===== src/rtl/puzzle_sequencer_if.sv =====
// Host byte-stream handshake for puzzle_sequencer: valid/ready with a last-byte marker.
// master = host side, slave = sequencer side.
interface puzzle_sequencer_if;
    logic       in_valid;
    logic [7:0] in_data;
    logic       in_last;
    logic       in_ready;

    modport master (output in_valid, output in_data, output in_last, input in_ready);
    modport slave  (input in_valid, input in_data, input in_last, output in_ready);
endinterface


===== src/rtl/puzzle_sequencer.sv =====
// Front-end controller for the Puzzle grid engine: clear, header, grid, moves, verdict.
// Optional move cap is compiled in when SEQ_MOVE_LIMIT_EN is defined.
module puzzle_sequencer #(
    parameter int HEIGHT    = 10,
    parameter int WIDTH     = 10,
    parameter int MAX_MOVES = 255
) (
    input  logic                 clk,
    input  logic                 rst,
    input  logic                 start,
    puzzle_sequencer_if.slave    host,
    output logic [7:0]           eng_data,
    output logic                 eng_enable,
    output logic                 eng_enable_process,
    output logic                 eng_rst,
    input  logic                 eng_result,
    output logic                 busy,
    output logic                 done,
    output logic                 win,
    output logic                 err,
    output logic [15:0]          move_count
);

    typedef enum logic [2:0] {
        S_IDLE, S_CLEAR, S_HEADER, S_GRID, S_MOVES, S_SETTLE, S_SAMPLE, S_DONE
    } state_t;

    localparam logic [15:0] GRID_LAST  = 16'(HEIGHT * WIDTH - 1);
    localparam logic [15:0] MOVE_LIMIT = 16'(MAX_MOVES);
`ifdef SEQ_MOVE_LIMIT_EN
    localparam logic        LIMIT_ON   = 1'b1;
`else
    localparam logic        LIMIT_ON   = 1'b0;
`endif

    state_t      state_r, state_s;
    logic [15:0] idx_r, idx_s;
    logic        ready_s, fwd_s, proc_s, err_set_s, limit_hit_s;

    assign limit_hit_s   = LIMIT_ON & (move_count == MOVE_LIMIT);
    assign host.in_ready = ready_s;

    // Next-state, byte-acceptance and forwarding decisions
    always_comb begin
        state_s   = state_r;
        idx_s     = idx_r;
        ready_s   = 1'b0;
        fwd_s     = 1'b0;
        proc_s    = 1'b0;
        err_set_s = 1'b0;
        case (state_r)
            S_IDLE: begin
                if (start) state_s = S_CLEAR;
                else       state_s = S_IDLE;
            end
            S_CLEAR: begin
                idx_s   = 16'd0;
                state_s = S_HEADER;
            end
            S_HEADER: begin
                ready_s = 1'b1;
                if (host.in_valid) begin
                    fwd_s = 1'b1;
                    if (host.in_last) begin
                        err_set_s = 1'b1;
                        state_s   = S_SETTLE;
                    end else if (idx_r == 16'd3) begin
                        idx_s   = 16'd0;
                        state_s = S_GRID;
                    end else begin
                        idx_s = idx_r + 16'd1;
                    end
                end else begin
                    state_s = S_HEADER;
                end
            end
            S_GRID: begin
                ready_s = 1'b1;
                if (host.in_valid) begin
                    fwd_s = 1'b1;
                    if (host.in_last) begin
                        err_set_s = 1'b1;
                        state_s   = S_SETTLE;
                    end else if (idx_r == GRID_LAST) begin
                        state_s = S_MOVES;
                    end else begin
                        idx_s = idx_r + 16'd1;
                    end
                end else begin
                    state_s = S_GRID;
                end
            end
            S_MOVES: begin
                ready_s = 1'b1;
                if (host.in_valid) begin
                    // A capped move is swallowed without reaching the engine
                    if (limit_hit_s) begin
                        err_set_s = 1'b1;
                        state_s   = S_SETTLE;
                    end else begin
                        proc_s = 1'b1;
                        if (host.in_last) state_s = S_SETTLE;
                        else              state_s = S_MOVES;
                    end
                end else begin
                    state_s = S_MOVES;
                end
            end
            S_SETTLE: state_s = S_SAMPLE;
            S_SAMPLE: state_s = S_DONE;
            S_DONE: begin
                if (start) state_s = S_CLEAR;
                else       state_s = S_DONE;
            end
            default: state_s = S_IDLE;
        endcase
    end

    // State, engine strobes and sticky session status registers
    always_ff @(posedge clk) begin
        if (rst) begin
            state_r            <= S_IDLE;
            idx_r              <= 16'd0;
            eng_data           <= 8'd0;
            eng_enable         <= 1'b0;
            eng_enable_process <= 1'b0;
            eng_rst            <= 1'b0;
            busy               <= 1'b0;
            done               <= 1'b0;
            win                <= 1'b0;
            err                <= 1'b0;
            move_count         <= 16'd0;
        end else begin
            state_r            <= state_s;
            idx_r              <= idx_s;
            busy               <= (state_s != S_IDLE) && (state_s != S_DONE);
            eng_rst            <= (state_s == S_CLEAR);
            eng_enable         <= (state_s == S_CLEAR) || fwd_s;
            eng_enable_process <= proc_s;
            if (fwd_s || proc_s) eng_data <= host.in_data;
            if (state_s == S_CLEAR) begin
                done       <= 1'b0;
                win        <= 1'b0;
                err        <= 1'b0;
                move_count <= 16'd0;
            end else begin
                if (err_set_s) err <= 1'b1;
                if (proc_s && (move_count != 16'hFFFF)) move_count <= move_count + 16'd1;
                if (state_r == S_SAMPLE) begin
                    win  <= eng_result & ~err;
                    done <= 1'b1;
                end
            end
        end
    end

endmodule


===== src/flat_wrapper.sv =====
// flat-port wrapper written by rule: the top's interface ports become plain ports
module puzzle_sequencer_flat 
#(
    parameter int HEIGHT    = 10,
    parameter int WIDTH     = 10,
    parameter int MAX_MOVES = 255
)
  (clk, rst, start, eng_data, eng_enable, eng_enable_process, eng_rst, eng_result, busy, done, win, err, move_count, host_in_valid, host_in_data, host_in_last, host_in_ready);
  puzzle_sequencer_if host_i ();
  input  logic clk;
  input  logic rst;
  input  logic start;
  output logic [7:0] eng_data;
  output logic eng_enable;
  output logic eng_enable_process;
  output logic eng_rst;
  input  logic eng_result;
  output logic busy;
  output logic done;
  output logic win;
  output logic err;
  output logic [15:0] move_count;
  input wire logic [$bits(host_i.in_valid)-1:0] host_in_valid;
  input wire logic [$bits(host_i.in_data)-1:0] host_in_data;
  input wire logic [$bits(host_i.in_last)-1:0] host_in_last;
  output wire logic [$bits(host_i.in_ready)-1:0] host_in_ready;
  assign host_i.in_valid = host_in_valid;
  assign host_i.in_data = host_in_data;
  assign host_i.in_last = host_in_last;
  assign host_in_ready = host_i.in_ready;
  puzzle_sequencer #(.HEIGHT(HEIGHT), .WIDTH(WIDTH), .MAX_MOVES(MAX_MOVES)) u_core (.clk(clk), .rst(rst), .start(start), .host(host_i), .eng_data(eng_data), .eng_enable(eng_enable), .eng_enable_process(eng_enable_process), .eng_rst(eng_rst), .eng_result(eng_result), .busy(busy), .done(done), .win(win), .err(err), .move_count(move_count));
endmodule

===== config.mk =====
export PLATFORM = sky130hd
export DESIGN_NAME = puzzle_sequencer_flat
export DESIGN_NICKNAME = d
export VERILOG_FILES = /design/src/rtl/puzzle_sequencer_if.sv /design/src/rtl/puzzle_sequencer.sv /design/src/flat_wrapper.sv
export SDC_FILE = /design/constraint.sdc
export NUM_CORES = 1
export LEC_CHECK = 0
export ABC_AREA = 1
export CORE_MARGIN = 2
export CORE_UTILIZATION = 40
export CTS_BUF_LIST = sky130_fd_sc_hd__clkbuf_4 sky130_fd_sc_hd__clkbuf_8
export DETAILED_ROUTE_END_ITERATION = 12
export DONT_BUFFER_PORTS = 1
export PLACE_DENSITY_LB_ADDON = 0.2
export SYNTH_ARGS = -nofsm -noshare
export SYNTH_HDL_FRONTEND = slang
export SYNTH_SLANG_ARGS = --single-unit

===== constraint.sdc =====
create_clock -name clk -period 1.6 [get_ports clk]
set_input_delay 0 -clock clk [delete_from_list [all_inputs] [get_ports clk]]
set_output_delay 0 -clock clk [all_outputs]
set_load 0.005 [all_outputs]

; ---- Word level (Yosys, flattened, before mapping)
; Index checks and enable logic that the tools add are counted.
; Widths: inputs -> output; s select.
[totals]
regBits = 50
in_bits = 14
out_inout_bits = 32
elab_cells = 68
[op_classes]
add_sub_neg = 2
eq_ne = 17
n_mux = 25
n_bitwise = 2
n_reduce_logical = 11
[op_table]
columns = cell, n
row1 = $mux 16, 6
row2 = $pmux 16 s3, 1
row3 = $add 16x1->16 const B, 2
row4 = $pmux 3 s8, 1
row5 = $mux 3, 7
row6 = $eq 16x2->1 const B, 1
row7 = $eq 16x7->1 const B, 1
row8 = $ne 16x16->1 const B, 1
row9 = $eq 3x3->1 const B, 4
row10 = $mux 1, 10
row11 = $ne 2x2->1 const B, 5
row12 = $eq 3x1->1 const B, 2
row13 = $eq 3x2->1 const B, 2
row14 = $reduce_and 6->1, 1
row15 = $reduce_bool 3->1, 2
row16 = $reduce_or 2->1, 2
row17 = $logic_not 3->1, 1
row18 = $ne 3x3->1 const B, 1
row19 = $reduce_or 3->1, 1
row20 = $logic_and 1x1->1, 2
row21 = $logic_or 1x1->1, 2
row22 = $and 1x1->1, 1
row23 = $not 1->1, 1

; ---- Depth between registers and ports, before layout
; Gate-level depths: netlist (run 1).
[depth]
depth_word = 7
depth_mapped = 14
ltp_nobuf = 13

; ---- Least setup slack after synthesis (run 1)
; No wires, ideal clock.
[synth_path]
kind = flip-flop to flip-flop
from = register u_core.idx_r[0]
to = register u_core.move_count[12]
setup_ns = 0.119
t_arrival_ns = 1.541
t_required_ns = 1.481
path_slack_ns = -0.060
path_stages_with_launch = 14
path_buffers = 1
synth_period_minus_slack_ns = 1.660
cell_sequence = dfxtp_1 ha_1 nand2_1 nor2_1 nand2_1 nand2_1 nand3_1 nand3_1 nand2_2 nor2_4 nand2_2 nand2_4 buf_12 nor2_2
[synth_via]
elab_chain_cells = 7
elab_cells_between_ends = 11
classes_between = 3 x eq/ne / 7 x mux / 1 x reduce/logical
[synth_rtl]
columns = element, line
row1 = "start, declared", puzzle_sequencer.sv:37  ; logic [15:0] idx_r, idx_s;
row2 = "start signal, assigned", puzzle_sequencer.sv:135  ; idx_r <= idx_s;
row3 = $eq 16x7->1 or $eq 16x2->1 (tied branches), "puzzle_sequencer.sv:84, puzzle_sequencer.sv:67"
row4 = "$mux 3, on equally long branches", "puzzle_sequencer.sv:84, puzzle_sequencer.sv:67"
row5 = "$mux 3, on equally long branches", "puzzle_sequencer.sv:81, puzzle_sequencer.sv:64"
row6 = "$mux 3, on equally long branches", "puzzle_sequencer.sv:79, puzzle_sequencer.sv:62"
row7 = $pmux 3 s8 (*), puzzle_sequencer.sv:51  ; case (state_r)
row8 = $eq 3x1->1 (*), puzzle_sequencer.sv:141  ; if (state_s == S_CLEAR) begin
row9 = $reduce_or 2->1 (no line) (*), -
row10 = "end signal, assigned", puzzle_sequencer.sv:148  ; if (proc_s && (move_count != 16'hFFFF)) move_count <= move_count + 16'd1;
row11 = "end, declared", puzzle_sequencer.sv:21  ; output logic [15:0] move_count
; Mark *: on every way between the ends. The rest lies on a longest branch, timed or not.
; A chain may end at the register's enable or synchronous reset.

; ---- Final worst setup path (run 1)
[layout_path]
from = register u_core.idx_r[9]
to = register u_core.busy
[layout_via]
elab_chain_cells = 7
elab_cells_between_ends = 12
classes_between = 3 x eq/ne / 7 x mux / 2 x reduce/logical
[layout_rtl]
columns = element, line
row1 = $eq 16x7->1 or $eq 16x2->1 (tied branches), "puzzle_sequencer.sv:84, puzzle_sequencer.sv:67"
row2 = "$mux 3, on equally long branches", "puzzle_sequencer.sv:84, puzzle_sequencer.sv:67"
row3 = "$mux 3, on equally long branches", "puzzle_sequencer.sv:81, puzzle_sequencer.sv:64"
row4 = "$mux 3, on equally long branches", "puzzle_sequencer.sv:79, puzzle_sequencer.sv:62"
row5 = $pmux 3 s8 (*), puzzle_sequencer.sv:51
row6 = $ne 3x3->1 or $reduce_bool 3->1 (tied branches), puzzle_sequencer.sv:136  ; busy <= (state_s != S_IDLE) && (state_s != S_DONE);
row7 = $logic_and 1x1->1 (*), puzzle_sequencer.sv:136
row8 = "end signal, assigned", puzzle_sequencer.sv:136
row9 = "end, declared", puzzle_sequencer.sv:17  ; output logic busy,
; Marks and branches as above.

==> results of run 1 <==
==> cells by family after synthesis <==
group                    synth area share
flip-flops                          0.387
adder cells (fa/ha/maj)           0.00968
AO/OA/AOI/OAI                       0.109
AND/OR/NAND/NOR                     0.344
XOR/XNOR                           0.0475
buffers and inverters               0.103
==> registers in the layout, summed over array words and instances (netlist names) <==
signal and count:
u_core.state_r 3, u_core.done 1, u_core.move_count 16, u_core.eng_enable 1, u_core.busy 1, u_core.eng_data 8
u_core.win 1, u_core.eng_rst 1, u_core.idx_r 16, u_core.err 1, u_core.eng_enable_process 1
==> area by class of cell <==
class,instances,area share
Clock buffer,6,0.0229
Clock inverter,2,0.00487
Inverter,51,0.0532
Multi-Input combinational cell,269,0.446
Sequential cell,50,0.284
Tap cell,77,0.0268
Timing Repair Buffer,69,0.162
==> per-layer routing <==
layer / GRT usage / up-vias / share of wire
met5: 0 / - / 0
met4: 0.0577 / 0 / 0.013
met3: 0.0452 / 9 / 0.042
met2: 0.304 / 47 / 0.49
met1: 0.231 / 1135 / 0.46
li1: - / 1336 / -
==> stage by stage <==
stage	hold WS, ps	TNS [ps]	instance area, sq um
detailed placement	67.3	-2030	3070
finish	-262	-396	3600
global route	-283	-4030	3600
global placement	65.5	-1860	3070
CTS	-276	-269	3380
floorplan	135	0	2600
==> synth_stat cells <==
library cell / instances / area [sq um]
nand2_1: 71 / 267
nor2_1: 61 / 229
dfxtp_1: 50 / 1000
inv_1: 48 / 180
o21ai_0: 25 / 125
nand3_1: 23 / 115
nor2_2: 18 / 113
a21oi_1: 15 / 75.1
xor2_1: 10 / 87.6
nand2_2: 6 / 37.5
nor3_1: 6 / 30.0
nand4_1: 4 / 25.0
o21ai_1: 4 / 20.0
xnor2_1: 4 / 35.0
a31oi_1: 3 / 18.8
buf_6: 3 / 33.8
inv_2: 3 / 11.3
nor4_1: 3 / 18.8
a211oi_1: 2 / 15.0
clkbuf_1: 2 / 7.51
ha_1: 2 / 25.0
nand3b_1: 2 / 15.0
a21oi_2: 1 / 8.76
buf_12: 1 / 20.0
buf_2: 1 / 5.00
buf_4: 1 / 7.51
nand2_4: 1 / 11.3
nand2b_1: 1 / 6.26
nand3_2: 1 / 10.0
nor2_4: 1 / 11.3
o221a_2: 1 / 11.3
o31ai_1: 1 / 7.51
==> cells in the final DEF, fill, tap and decap left out, drive strengths merged <==
cell         count
xnor2            4
nand3b           2
xor2            10
nor4             3
buf             58
dfxtp           50
nand3           24
nor2            80
inv             51
dlygate4sd3     11
a21oi           16
o31ai            1
clkbuf           6
nor3             6
a211oi           2
nand2           81
nand4            4
clkinv           2
a31oi            3
o221a            1
o21ai           29
nand2b           1
ha               2
==> worst paths after layout <==
kind	startpoint	endpoint	slack, ps
worst min register to register	u_core.idx_r[7]	u_core.idx_r[7]	500
worst min-delay path	rst	u_core.idx_r[1]	-260
worst max-delay path	u_core.idx_r[9]	u_core.busy	-40
worst max register to register	u_core.idx_r[9]	u_core.busy	-40
==> where the power goes <==
group          internal [W]  switching (W)
Clock              0.000357       0.000440
Sequential          0.00131      0.0000558
Combinational      0.000358       0.000508
==> timing repair <==
action                                 4_1_cts  5_1_grt
setup endpoints to repair                   34       38
pin swaps                                    9       16
resized for setup                           22       55
gates cloned                                 3        0
buffers inserted                             0        1
endpoints found under the hold margin       18        7
==> results.md, run 1 <==
* Clock Skews at 8.98 ps
* Core Region at between 6000 and 7000 sq um
* Clock buffer depth at 2
* CP Launch Type: register
* Worst-Skew Late Latency at between 300 and 400 ps
* Total Wirelength at between 6000 and 7000 microns
* Avg Cell Area, Syn at 6.89 sq um
* R2R depth at 11
* Pre-CTS setup slack at -103 ps
* CP required at ~1800 ps
* DRT Pass-1 Iters at 4
* CTS tree: built
* Cells after synthesis at 375
* Hold_buf cts at 11
* Diodes inserted at 0
* CP Capture Type: register
* DRT iter0 DRCs at 57
* Synthesized area at around 2600 sq um
* Vias/cell at 4.82
* Global route overflow at 0
* # IOs at between 40 and 50
* Yosys cell types at 32
* Worst Path Max Fanout at 4
* All-Layer GR Usage at 0.182
* CP max-delay cell: dfxtp_2
* Data arrival time of the worst path at roughly 1800 ps
* TritonCTS Buffers at 5
* Most common cell on crit path: nand2_1
* Layout area overhead at 39.3%
* IO buf count at 0
* Nets at about 460
* Max Fclk at between 0.6 and 0.7 GHz
* Root Buffer Master: clkbuf_8
* Clk slew on worst S/H paths at about 100 ps
* Clk sinks at 50
* First-pass GRT wire length at 10600 microns
* Yosys warns at 0
* Initial Utilization at 0.409
* Post-route core utilization at 0.570
* DRC viols at 0
* Max VDD drop at 470 uV
* Post-DP HPWL at roughly 4600 microns
* Filler cell count at around 620
* HP Class: in2reg
* Placed insts at 501
* Die Ht at approximately 84 microns
* Initial antenna violation count at 0
* Antenna viol nets, final at 0
* Unrepaired setup endpoints after global routing: yes
* DIE AREA at roughly 7000 sq um
* Register Area at 1020 sq um
* Crit share post-route at 1.02
* WP depth at 11
* Status: finished, violations left
* Final WS setup at -36.5 ps
* Max stage delay on crit path at between 300 and 400 ps
* Synth Register Bits at 50
* Failing checks: hold timing, setup timing
* Vias in the first global route at around 2400
* Footprint of the multi-input gates at roughly 1600 sq um
* Hold Violations, Final at 7
* Max-slew headroom at 0.399
* Tmin final at 1640 ps
* Worst Hold Slack at -262 ps
* Largest net degree at the start of global routing at 18
* Post-Layout Cell Count at 524
* DIE WIDTH at around 84 microns
* Sequential area share after synthesis at 0.387
* # rows at 29
* GP Congestion at ~0.82
* WHS Path Cells at 1
* Leakage at around 1.5 nW
* Final setup viols at 21
* Max-cap violation count at 0
* DR WL/cell at between 10 and 15 microns
* Worst-Margin Slew at 900 ps
* CP delay by family, top: simple AND/OR/NAND/NOR gates
* Vias at 2527
* Max-slew violations at 0
* Share of cells above drive strength 1 at 0.342
* Power Density at about 840 nW/um^2
* Crit path kind: reg2reg
* Crit-path cells: nor2_2 -> nand2_2 -> nor2_4 -> nand2_4 -> nand2_1 -> nand3_1 -> a21oi_4 -> buf_4 -> nor2_1 -> nand2_1 -> nand3_2
* CTS H-tree depth at 2
* Total chip power at around 0.0030 W
* Synthesized Nets at slightly below 400
* Buf/Inv on CP at 1
Power figures use the tool's default switching activity.
==> run 2, diff against run 1 <==
--- a/config.mk
+++ b/config.mk
@@ -11,7 +11,9 @@
 export CTS_BUF_LIST = sky130_fd_sc_hd__clkbuf_4 sky130_fd_sc_hd__clkbuf_8
 export DETAILED_ROUTE_END_ITERATION = 12
 export DONT_BUFFER_PORTS = 1
+export HOLD_SLACK_MARGIN = 0.15
 export PLACE_DENSITY_LB_ADDON = 0.2
+export REMOVE_ABC_BUFFERS = 1
 export SYNTH_ARGS = -nofsm -noshare
 export SYNTH_HDL_FRONTEND = slang
 export SYNTH_SLANG_ARGS = --single-unit
==> results.md, run 2 (synthesis results as in run 1) <==
* R2R depth at 12 (+1)
* Worst Hold Slack at 131 ps (+393 ps)
* IO buf count at 0 (unchanged)
* All-Layer GR Usage at 0.190 (+0.00804)
* Max VDD drop at 571 uV (+21%)
* Max-slew headroom at 0.313 (-0.0862)
* GP Congestion at 0.841 (+2.5%)
* Nets at 478 (+3.5%)
* Clk slew on worst S/H paths at 90 ps (about the same)
* DRC viols at 0 (unchanged)
* Met3 Resource Use GR at 0.0433 (-0.00197)
* Crit path kind: reg2reg
* Clk sinks at 50 (unchanged)
* # rows at 29 (unchanged)
* Worst-Margin Slew at 1030 ps (+129 ps)
* CTS tree: built
* Failing checks: setup timing
* Total Wirelength at 7000 microns (+8.3%)
* Post-DP HPWL at 4570 microns (-0.15%)
* Share of cells above drive strength 1 at 0.365 (+0.0227)
* Tmin final at 1690 ps (+57.8 ps)
* DIE WIDTH at 84.4 microns (unchanged)
* DIE AREA at 7120 sq um (unchanged)
* Post-route core utilization at 0.593 (+0.0232)
* Grt met1 use at 0.252 (+0.0210)
* DRT iter0 DRCs at 113 (+98%)
* CP Capture Type: register
* Clock Skews at 6.78 ps (-2.20 ps)
* Vias in the first global route at 2417 (+1.7%)
* Data arrival time of the worst path at 1900 ps (+80 ps)
* Largest net degree at the start of global routing at 18 (unchanged)
* GRT busiest layer: met2
* Post-Layout Cell Count at 540 (+3.1%)
* Most common cell after layout, fill and taps aside: buf_4
* Global route overflow at 0 (unchanged)
* Layout area overhead at 44.9%
* Power Density at 923 nW/um^2 (+9.6%)
* CP required at 1800 ps (+20 ps)
* Core Region at 6310 sq um (unchanged)
* Clock buffer depth at 2 (unchanged)
* Flop-to-flop setup slack at -90 ps (-60 ps)
* Met2 Resource Use GR at 0.310 (+0.00577)
* Antenna viol nets, final at 0 (unchanged)
* TritonCTS Buffers at 5 (unchanged)
* CP Launch Type: register
* DR WL/cell at 13.0 microns (+5.1%)
* Critical Path Sink: u_core.move_count[0]
* Final setup viols at 23 (+9.5%)
* Reg-to-reg endpoint: u_core.move_count[0]
* Commonest cells after routing, fill and taps aside: buf_4, nand2_1, nor2_1
* Placed insts at 505 (+0.80%)
* Crit path from: u_core.idx_r[13]
* Diodes inserted at 0 (unchanged)
* Status: finished, violations left
* Hold Violations, Final at 0 (-7)
* Vias at 2579 (+2.1%)
* Worst-Skew Late Latency at 310 ps (about the same)
* Max Fclk at 0.590 GHz (-3.4%)
* CTS H-tree depth at 2 (unchanged)
* Max-slew violations at 0 (unchanged)
* Unrepaired setup endpoints after global routing: yes
* Start of the worst register-to-register path: u_core.idx_r[13]
* # IOs at 46 (unchanged)
* DRT Pass-1 Iters at 4 (unchanged)
* Root Buffer Master: clkbuf_8
* First-pass GRT wire length at 11000 microns (+4.4%)
* Die Ht at 84.4 microns (unchanged)
* Largest regs: u_core.idx_r: 16 flops, u_core.move_count: 16 flops, u_core.eng_data: 8 flops
* Leakage at 1.56 nW (+5.6%)
* Vias/cell at 4.78 (-0.97%)
* Final WS setup at -94.3 ps (-57.8 ps)
* Crit share post-route at 1.06 (+0.0361)
* Initial Utilization at 0.409 (unchanged)
* Max-cap violation count at 0 (unchanged)
* Initial antenna violation count at 0 (unchanged)
* HP Class: in2reg
* Worst Path Max Fanout at 5 (+1)
-- run 2: cell type report --
cell class / count / area, sq um
clock buffers: 6 / 82.6
fillers: 573 / 2570
repair buffers: 85 / 687
well taps: 77 / 96.3
multi-input cells: 269 / 1600
inverters: 51 / 194
flip-flops and latches: 50 / 1020
clock inverters: 2 / 60.1
-- run 2: layer usage --
metal,routed length [microns],up-vias,part of all wire
met2,3310,40,0.47
met3,232,9,0.033
li1,-,1373,-
met4,110,0,0.016
met1,3350,1157,0.48
met5,0,-,0
-- run 2: through the flow --
step / cell area (sq um) / TNS (ps) / setup WS, ps / power (W)
global placement: 3060 / -1340 / -76.8 / 0.00206
finish: 3740 / -1600 / -94.3 / 0.00346
detailed placement: 3060 / -2100 / -116 / 0.00206
floorplan: 2510 / -845 / -121 / 0.00172
global route: 3740 / -5420 / -199 / 0.00361
CTS: 3390 / -501 / -39.1 / 0.00329
-- run 2: how the worst min path moves through the flow --
stage / start / endpoint / slack, ps / cells after the start
after global placement: rst / u_core.idx_r[1] / 70 / 1
after detailed placement: rst / u_core.idx_r[1] / 70 / 1
after floorplan: rst / u_core.idx_r[1] / 70 / 1
final: host_in_valid / u_core.state_r[1] / 130 / 6
after global routing: host_in_valid / u_core.state_r[1] / 150 / 6
after CTS: rst / u_core.idx_r[1] / -260 / 1
-- run 2: critical path, cell delays in order (launching register included) --
cell     delay, ps
dfxtp_2        350
nor2_1         100
nand2_1         90
nor2_4         160
nand2_2         90
nand3_2         70
nand2_1         50
nand2_1         70
nand3_2        100
nor2_4         210
nand2_8        130
nand2_8        120
nor2_1          70
-- run 2: repair_timing --
| item | 4_1_cts | 5_1_grt |
|---|---|---|
| hold buffers | 9 | 4 |
| resized for setup | 13 | 71 |
| endpoints found under the setup margin | 35 | 47 |
| pin swaps | 3 | 23 |
| hold endpoints to repair | 30 | 20 |
| cloned | 3 | 1 |
| buffers inserted | 1 | 9 |
-- run 2: report_power, final --
group / internal, W / switching [W] / total (W)
sequential: 0.00131 / 0.0000603 / 0.00137
clock: 0.000667 / 0.000422 / 0.00109
combinational: 0.000434 / 0.000559 / 0.000993
